===== config.mk =====
export PLATFORM = sky130hd
export DESIGN_NAME = data_mem_ctrl
export DESIGN_NICKNAME = d
export VERILOG_FILES = /design/src/rtl/data_mem_ctrl.sv
export SDC_FILE = /design/constraint.sdc
export NUM_CORES = 1
export LEC_CHECK = 0
export BUFFER_PORTS_ARGS = -buffer_cell sky130_fd_sc_hd__clkbuf_2
export CAP_MARGIN = 20
export CORE_MARGIN = 3
export CORE_UTILIZATION = 55
export CTS_CLUSTER_SIZE = 12
export DETAILED_ROUTE_END_ITERATION = 8
export HOLD_SLACK_MARGIN = 0.03
export MAX_ROUTING_LAYER = met4
export PLACE_DENSITY = 0.83
export SLEW_MARGIN = 20
export SYNTH_ARGS = -nofsm -noshare
export SYNTH_HDL_FRONTEND = slang
export SYNTH_SLANG_ARGS = --single-unit

===== constraint.sdc =====
create_clock -name clk_in -period 5.1 [get_ports clk_in]
set_clock_uncertainty 0.1 [all_clocks]
set_input_delay 0.51 -clock clk_in [delete_from_list [all_inputs] [get_ports clk_in]]
set_output_delay 0.51 -clock clk_in [all_outputs]
set_load 0.03 [all_outputs]

===== src/rtl/data_mem_ctrl.sv =====
// Load/store data-port responder: sequences one request at a time as byte-serial
// transfers on the shared memory bus, returning extended load results.
module data_mem_ctrl #(
    parameter logic [1:0] IO_TAG = 2'b11
) (
    input  logic        clk_in,
    input  logic        rst_in,
    input  logic        rdy_in,
    input  logic        rob_clear,
    input  logic        need_data,
    input  logic        is_write,
    input  logic [31:0] data_addr,
    input  logic [31:0] data_in,
    input  logic [2:0]  work_type,
    output logic        data_handle,
    output logic        data_ready,
    output logic [31:0] data_out,
    output logic        mem_req,
    input  logic        mem_gnt,
    input  logic [7:0]  mem_din,
    output logic [7:0]  mem_dout,
    output logic [31:0] mem_a,
    output logic        mem_wr,
    input  logic        io_buffer_full
);

    typedef enum logic [1:0] {IDLE, LOAD, STORE, DONE} state_t;

    state_t      state, state_n;
    logic [31:0] addr_q;
    logic [31:0] wdata_q;
    logic [2:0]  type_q;
    logic [2:0]  cnt;
    logic        started;
    logic        rd_pend;
    logic [1:0]  rd_lane;
    logic [31:0] ld_buf;

    logic [2:0]  size_n;
    logic        issue;
    logic        last_capture;
    logic [31:0] lane_word;
    logic [31:0] ext_word;
    logic        io_stall;

    always_comb begin
        case (type_q[1:0])
            2'b00:   size_n = 3'd1;
            2'b01:   size_n = 3'd2;
            default: size_n = 3'd4;
        endcase
    end

    // Incoming byte merged into the partially assembled load word
    always_comb begin
        lane_word = ld_buf;
        lane_word[{rd_lane, 3'b000} +: 8] = mem_din;
        case (type_q[1:0])
            2'b00:   ext_word = type_q[2] ? {24'h0, lane_word[7:0]}
                                          : {{24{lane_word[7]}}, lane_word[7:0]};
            2'b01:   ext_word = type_q[2] ? {16'h0, lane_word[15:0]}
                                          : {{16{lane_word[15]}}, lane_word[15:0]};
            default: ext_word = lane_word;
        endcase
    end

    assign io_stall     = (addr_q[17:16] == IO_TAG) && io_buffer_full;
    assign last_capture = rd_pend && ({1'b0, rd_lane} == size_n - 3'd1);

    always_comb begin
        state_n     = state;
        data_handle = 1'b0;
        data_ready  = 1'b0;
        mem_req     = 1'b0;
        mem_a       = 32'h0;
        mem_dout    = 8'h0;
        mem_wr      = 1'b0;
        issue       = 1'b0;
        case (state)
            IDLE: begin
                data_handle = rdy_in && need_data && !rob_clear;
                if (data_handle)
                    state_n = is_write ? STORE : LOAD;
            end
            LOAD: begin
                mem_req = 1'b1;
                if ((cnt < size_n) && (started || mem_gnt)) begin
                    issue = 1'b1;
                    mem_a = addr_q + {29'h0, cnt};
                end
                if (rob_clear)
                    state_n = IDLE;
                else if (last_capture)
                    state_n = DONE;
            end
            STORE: begin
                mem_req = 1'b1;
                if ((cnt < size_n) && (started || mem_gnt) && !io_stall) begin
                    issue  = 1'b1;
                    mem_a  = addr_q + {29'h0, cnt};
                    mem_wr = rdy_in;
                    case (cnt[1:0])
                        2'd0:    mem_dout = wdata_q[7:0];
                        2'd1:    mem_dout = wdata_q[15:8];
                        2'd2:    mem_dout = wdata_q[23:16];
                        default: mem_dout = wdata_q[31:24];
                    endcase
                    if (cnt == size_n - 3'd1)
                        state_n = IDLE;
                end
            end
            DONE: begin
                data_ready = rdy_in && !rob_clear;
                state_n    = IDLE;
            end
            default: state_n = IDLE;
        endcase
    end

    always_ff @(posedge clk_in or posedge rst_in) begin
        if (rst_in) begin
            state    <= IDLE;
            addr_q   <= 32'h0;
            wdata_q  <= 32'h0;
            type_q   <= 3'h0;
            cnt      <= 3'h0;
            started  <= 1'b0;
            rd_pend  <= 1'b0;
            rd_lane  <= 2'h0;
            ld_buf   <= 32'h0;
            data_out <= 32'h0;
        end else if (rdy_in) begin
            state <= state_n;
            if (data_handle) begin
                addr_q  <= data_addr;
                wdata_q <= data_in;
                type_q  <= work_type;
                ld_buf  <= 32'h0;
            end
            // Grant is only sampled until the first byte; the arbiter holds it afterwards
            if (mem_req && mem_gnt)
                started <= 1'b1;
            if (issue)
                cnt <= cnt + 3'd1;
            rd_pend <= issue && (state == LOAD);
            rd_lane <= cnt[1:0];
            if (rd_pend && (state == LOAD)) begin
                ld_buf <= lane_word;
                if (last_capture)
                    data_out <= ext_word;
            end
            if (state_n == IDLE) begin
                cnt     <= 3'h0;
                started <= 1'b0;
                rd_pend <= 1'b0;
            end
        end
    end

endmodule


==> results.sh, run 1 <==
export IMPL_run_status="finished, final reports clean"
export IMPL_critPathKind="flip-flop to output port"
export IMPL_avgRoutedWirePerCell_um=15.5
export IMPL_final_setup_worst_slack_ns=0.830
export IMPL_min_path_type="input pin to async pin"
export IMPL_worst_slack_at_placement_ns=1.27
export IMPL_synth_top_area_share_pct=47.8
export IMPL_yosys_warnings=0
export IMPL_ys_flop_type="dfrtp_1"
export IMPL_multi_input_comb_area_um2=3530
export IMPL_flow_area_growth_from_synthesis_pct=20.3
export IMPL_power_leakage_nw=4.39
export IMPL_die_height_um=121
export IMPL_irDropWorstVdd_mv=0.303
export IMPL_worst_ep_required_time_ns=4.49
export IMPL_first_pass_iters=5
export IMPL_io_buffer_count=158
export IMPL_grt_use_total_pct=26.6
export IMPL_synth_edf_count=0
export IMPL_clock_tree_from_tritoncts="done"
export IMPL_grt_max_degree=103
export IMPL_maxSlewViolCount=0
export IMPL_io_pins=159
export IMPL_final_period_minus_worst_setup_slack_ns=4.27
export IMPL_worst_slew_pin_transition_ns=1.06
export IMPL_maxCapViolations=0
export IMPL_area_sequential_um2=3500
export IMPL_postCtsResizedCells=0
export IMPL_n_antenna_cell=0
export IMPL_synth_top_cells_by_area="dfrtp_1 (48%), nand2_1 (13%), nor2_1 (5.3%)"
export IMPL_grt_first_pass_wirelength_um=30600
export IMPL_seq_area_frac_synth_pct=47.8
export IMPL_cp_data_arrival_time_ns=3.66
export IMPL_netlist_cell_type_count=57
export IMPL_postSynthRegisterBits=140
export IMPL_clkLatencyLatePin_ns=0.42
export IMPL_numCtsBuffers=17
export IMPL_synth_cells=869
export IMPL_crit_path_end_kind="output port"
export IMPL_crit_fanout=31
export IMPL_final_setup_tns_ns=0
export IMPL_detail_route_vias_per_cell=5.50
export IMPL_die_area_um2=14800
export IMPL_post_synthesis_cell_type_with_the_largest_combined_area="dfrtp_1"
export IMPL_coreArea_um2=12800
export IMPL_postCtsHoldBufs=0
export IMPL_leading_cell_types_in_the_layout_fill_and_taps_excluded="nand2_1 (246), clkbuf_2 (158), dfrtp_1 (140)"
export IMPL_syn_nets=973
export IMPL_grt_overflow_total=0
export IMPL_floorplan_initialDensity_pct=57.2
export IMPL_final_hpwl_dp_um=12700
export IMPL_grt_setup_unrepaired="false"
export IMPL_maxSlewHeadroom_pct=29.1
export IMPL_fmax_ghz=0.234
export IMPL_worst_r2r_setup_slack_ns=2.26
export IMPL_cts_htree_levels=4
export IMPL_routed_via_count=6539
export IMPL_async_flop_share_pct=100
export IMPL_antenna_found_initial=0
export IMPL_die_w_um=121
export IMPL_antenna_left=0
export IMPL_finalNetCount=1109
export IMPL_hold_viol=0
export IMPL_detail_route_drc_violations=0
export IMPL_place_congestion=0.940
export IMPL_totalWireLength_um=18500
export IMPL_drt_iter0_markers=589
export IMPL_fin_crit_sh_pct=83.7
export IMPL_max_clock_path_buffers=2
export IMPL_clk_transition_reported_paths_ns=0.06
export IMPL_n_fill_cell=1088
export IMPL_root_buffer_cell="clkbuf_16"
export IMPL_post_route_cells_drive_above_1_share_pct=20.6
export IMPL_finalSetupViolCount=0
export IMPL_rows=41
export IMPL_number_of_global_route_vias_before_repair=6449
export IMPL_cts_sinks=140
export IMPL_setup_worst_path_start_class="flip-flop"
export IMPL_synthesis_area_per_instance_um2=8.44
export IMPL_layout_cells_most_common="nand2_1"
export IMPL_powerDensity_nw_per_um2=535
export IMPL_cts_post_setup_buffers_inserted=0
export IMPL_synth_area_um2=7330
[synthesized netlist by cell type (all sizes together) (2+ instances only)]
master / instances
and4b: 2
a21oi: 55
and3: 2
buf: 11
a222oi: 8
xnor2: 7
nor4bb: 3
or3: 5
o22a: 7
mux2i: 2
a31oi: 5
a22o: 23
nand3: 25
nand2b: 2
inv: 34
o21ai: 39
ha: 20
xor2: 21
nor2b: 18
nor4: 5
nand4: 13
a211oi: 2
nand2: 247
nor3: 6
nor3b: 2
or4: 2
o21a: 3
dfrtp: 140
and2: 3
a311oi: 2
nor2: 104
clkbuf: 36
[layout make-up]
type	count	share of cell area (%)
inverters	34	1.50
clock inverters	10	1.57
flip-flops and latches	140	39.7
clock buffers	21	5.33
multi-input cells	648	40.0
repair buffers	164	9.47
well taps	172	2.44
[critical path, stage by stage, from the launching register on]
cell,delay (ns)
dfrtp_1,0.87
inv_1,0.21
nand2_1,0.15
ha_1,0.23
nor2b_1,0.14
o21a_1,0.21
or3_1,0.38
buf_4,0.24
or4_1,0.52
nand2_1,0.08
clkbuf_2,0.20
[path summary, 6_finish.rpt]
kind	cells after the start	start	end
max	10	type_q[1]$_DFFE_PP0P_	mem_a[24]
min	2	rst_in	data_out[24]$_DFFE_PP0P_
max reg2reg	8	type_q[1]$_DFFE_PP0P_	started$_DFFE_PP0P_
min reg2reg	2	wdata_q[27]$_DFFE_PP0P_	wdata_q[27]$_DFFE_PP0P_
max in group asynchronous	3	rst_in	addr_q[4]$_DFFE_PP0P_
min in group clk_in	3	data_in[1]	wdata_q[1]$_DFFE_PP0P_
[logic make-up after synthesis]
family	after synthesis	share of synthesized area, %
adder cells (fa/ha/maj)	21	3.69
buffers and inverters	81	4.32
flip-flops	140	47.8
AND/OR/NAND/NOR	443	26.3
multiplexers	3	0.427
AO/OA/AOI/OAI	153	14.1
XOR/XNOR	28	3.34
[state kept, by name (all words and copies together), names as in the netlist]
register  count
data_out     32
cnt           3
addr_q       32
wdata_q      32
rd_pend       1
started       1
ld_buf       32
state         2
type_q        3
rd_lane       2
[metal layers]
| metal | GRT usage [%] | wire, um | up-vias |
|---|---|---|---|
| met5 | - | 0 | - |
| met4 | 7.70 | 308 | 0 |
| met3 | 6.25 | 1230 | 31 |
| met2 | 41.6 | 8890 | 227 |
| met1 | 34.9 | 8050 | 3099 |
| li1 | - | - | 3182 |
[report_power, final]
part / internal (W) / switching [W]
Sequential: 0.00149 / 0.000356
Combinational: 0.000568 / 0.00103
Clock: 0.000805 / 0.000468
Total: 0.00286 / 0.00186
[metrics by stage]
stage,area (um2),hold WS [ns],cells,utilization (%),total power (W)
2_1_floorplan,7330,0.345,869,-,0.00298
3_3_place_gp,8200,0.357,1158,64.0,0.00338
3_5_place_dp,8200,0.362,1158,64.0,0.00344
4_1_cts,8810,0.167,1189,68.7,0.00472
5_1_grt,8820,0.180,1189,68.8,0.00503
6_report,8820,0.172,1189,68.8,0.00472
Power figures use the tool's default switching activity.
==> inputs of run 2 (changes only) <==
clock period = 4 ns   (was 5.1 ns; I/O delays follow)
==> results.sh, run 2 (synthesis gave the netlist of run 1 again) <==
export IMPL_finalNetCount=1115
export IMPL_postCtsHoldBufs=0
export IMPL_setup_worst_path_start_class="flip-flop"
export IMPL_layout_cells_most_common="nand2_1"
export IMPL_fin_crit_sh_pct=94.6
export IMPL_clkLatencyLatePin_ns=0.43
export IMPL_detail_route_vias_per_cell=5.60
export IMPL_maxCapViolations=0
export IMPL_hold_viol=0
export IMPL_critPathKind="flip-flop to output port"
export IMPL_grt_use_total_pct=27.3
export IMPL_routed_via_count=6702
export IMPL_detail_route_drc_violations=0
export IMPL_crit_path_end_kind="output port"
export IMPL_worst_slew_pin_transition_ns=0.909
export IMPL_final_core_util_pct=69.4
export IMPL_die_height_um=121
export IMPL_clkPwrFrac_pct=27.8
export IMPL_finalSetupViolCount=0
export IMPL_cp_data_arrival_time_ns=3.28
export IMPL_final_period_minus_worst_setup_slack_ns=3.78
export IMPL_final_setup_worst_slack_ns=0.217
export IMPL_crit_reg2reg_capture="data_out[29]$_DFFE_PP0P_"
export IMPL_cts_sinks=140
export IMPL_io_buffer_count=158
export IMPL_grt_overflow_total=0
export IMPL_number_of_global_route_vias_before_repair=6543
export IMPL_drt_iter0_markers=620
export IMPL_irDropWorstVdd_mv=0.480
export IMPL_cts_htree_levels=4
export IMPL_coreArea_um2=12800
export IMPL_n_fill_cell=1059
export IMPL_powerDensity_nw_per_um2=687
export IMPL_max_clock_path_buffers=2
export IMPL_floorplan_initialDensity_pct=57.2
export IMPL_root_buffer_cell="clkbuf_16"
export IMPL_min_path_type="input pin to async pin"
export IMPL_first_pass_iters=6
export IMPL_grt_setup_unrepaired="false"
export IMPL_power_leakage_nw=4.44
export IMPL_die_w_um=121
export IMPL_share_seq_of_total_power_pct=37.8
export IMPL_totalWireLength_um=18800
export IMPL_reg2reg_depth=7
export IMPL_post_route_cells_drive_above_1_share_pct=20.7
export IMPL_fmax_ghz=0.264
export IMPL_flow_area_growth_from_synthesis_pct=21.3
export IMPL_net_switching_power_w=0.00235
export IMPL_dp_cells=1164
export IMPL_clk_transition_reported_paths_ns=0.06
export IMPL_share_comb_of_total_power_pct=34.4
export IMPL_die_area_um2=14800
export IMPL_final_hpwl_dp_um=12600
export IMPL_clock_tree_from_tritoncts="done"
export IMPL_postCtsResizedCells=0
export IMPL_place_congestion=0.891
export IMPL_numCtsBuffers=17
export IMPL_avgRoutedWirePerCell_um=15.7
export IMPL_n_antenna_cell=0
export IMPL_final_setup_tns_ns=0
export IMPL_crit_fanout=9
export IMPL_internal_power_consumption_w=0.00376
export IMPL_grt_max_degree=141
export IMPL_maxSlewHeadroom_pct=39.4
export IMPL_antenna_left=0
export IMPL_run_status="finished, final reports clean"
export IMPL_worst_slack_at_placement_ns=0.677
export IMPL_maxSlewViolCount=0
export IMPL_final_cells=1196
export IMPL_worst_ep_required_time_ns=3.50
export IMPL_worst_r2r_setup_slack_ns=1.28
export IMPL_antenna_found_initial=0
export IMPL_rows=41
export IMPL_cts_post_setup_buffers_inserted=0
export IMPL_r2r_start="state[1]$_DFFE_PP0P_"
export IMPL_p_sw_share_pct=38.5
export IMPL_grt_first_pass_wirelength_um=31000
export IMPL_leading_cell_types_in_the_layout_fill_and_taps_excluded="nand2_1 (246), clkbuf_2 (158), dfrtp_1 (140)"
export IMPL_io_pins=159
-- run 2: cell types whose count changed in the layout (fill, tap and decap cells not counted), sizes merged --
cell    previous run  this run
bufinv             3         4
clkbuf           179       184
inv               35        33
buf                6        12
clkinv             5         2
-- run 2: how the worst max path moves through the flow --
stage / slack, ns / cells after the start / end / startpoint
2_1_floorplan: 0.86 / 8 / mem_a[24] / cnt[0]$_DFFE_PP0P_
3_3_place_gp: 0.78 / 10 / mem_a[24] / cnt[0]$_DFFE_PP0P_
3_5_place_dp: 0.68 / 10 / mem_a[24] / cnt[0]$_DFFE_PP0P_
4_1_cts: 0.20 / 10 / mem_a[24] / cnt[0]$_DFFE_PP0P_
5_1_grt: 0.02 / 10 / mem_a[24] / cnt[0]$_DFFE_PP0P_
6_report: 0.22 / 10 / mem_a[24] / cnt[0]$_DFFE_PP0P_
-- run 2: area by class of cell --
class / instances / area [um2] / area share (%)
Multi-Input combinational cell: 648 / 3510 / 39.5
Sequential cell: 140 / 3500 / 39.4
Timing Repair Buffer: 170 / 893 / 10.0
Clock buffer: 26 / 509 / 5.72
Tap cell: 172 / 215 / 2.42
Inverter: 34 / 131 / 1.48
Clock inverter: 6 / 130 / 1.46
-- run 2: power by group through the flow --
stage               Combinational, W  Sequential [W]  Clock, W
global route                 0.00235         0.00237   0.00179
CTS                          0.00211         0.00230   0.00171
global placement             0.00203         0.00229         0
floorplan                    0.00140         0.00240         0
finish                       0.00210         0.00231   0.00170
detailed placement           0.00208         0.00231         0
-- run 2: routing by layer --
layer	global-route usage, %	wire length [um]	up-vias
met5	-	0	-
met1	34.2	7840	3203
met2	42.6	9200	267
met4	10.1	422	0
li1	-	-	3190
met3	7.41	1360	42
-- run 2: critical path: stages, from the launching register on --
cell	delay [ns]
dfrtp_1	0.48
ha_1	0.22
inv_1	0.06
fa_1	0.40
nand2b_1	0.23
a2111oi_4	0.37
buf_4	0.22
nand2_1	0.10
or4_1	0.48
nand2_1	0.08
clkbuf_2	0.20
-- run 2: stage by stage --
stage,area (um2),power (W),hold slack [ns]
CTS,8900,0.00613,0.0496
detailed placement,8260,0.00440,0.363
finish,8900,0.00611,0.0542
global route,8900,0.00650,0.0543
floorplan,7340,0.00380,0.345
global placement,8260,0.00433,0.359
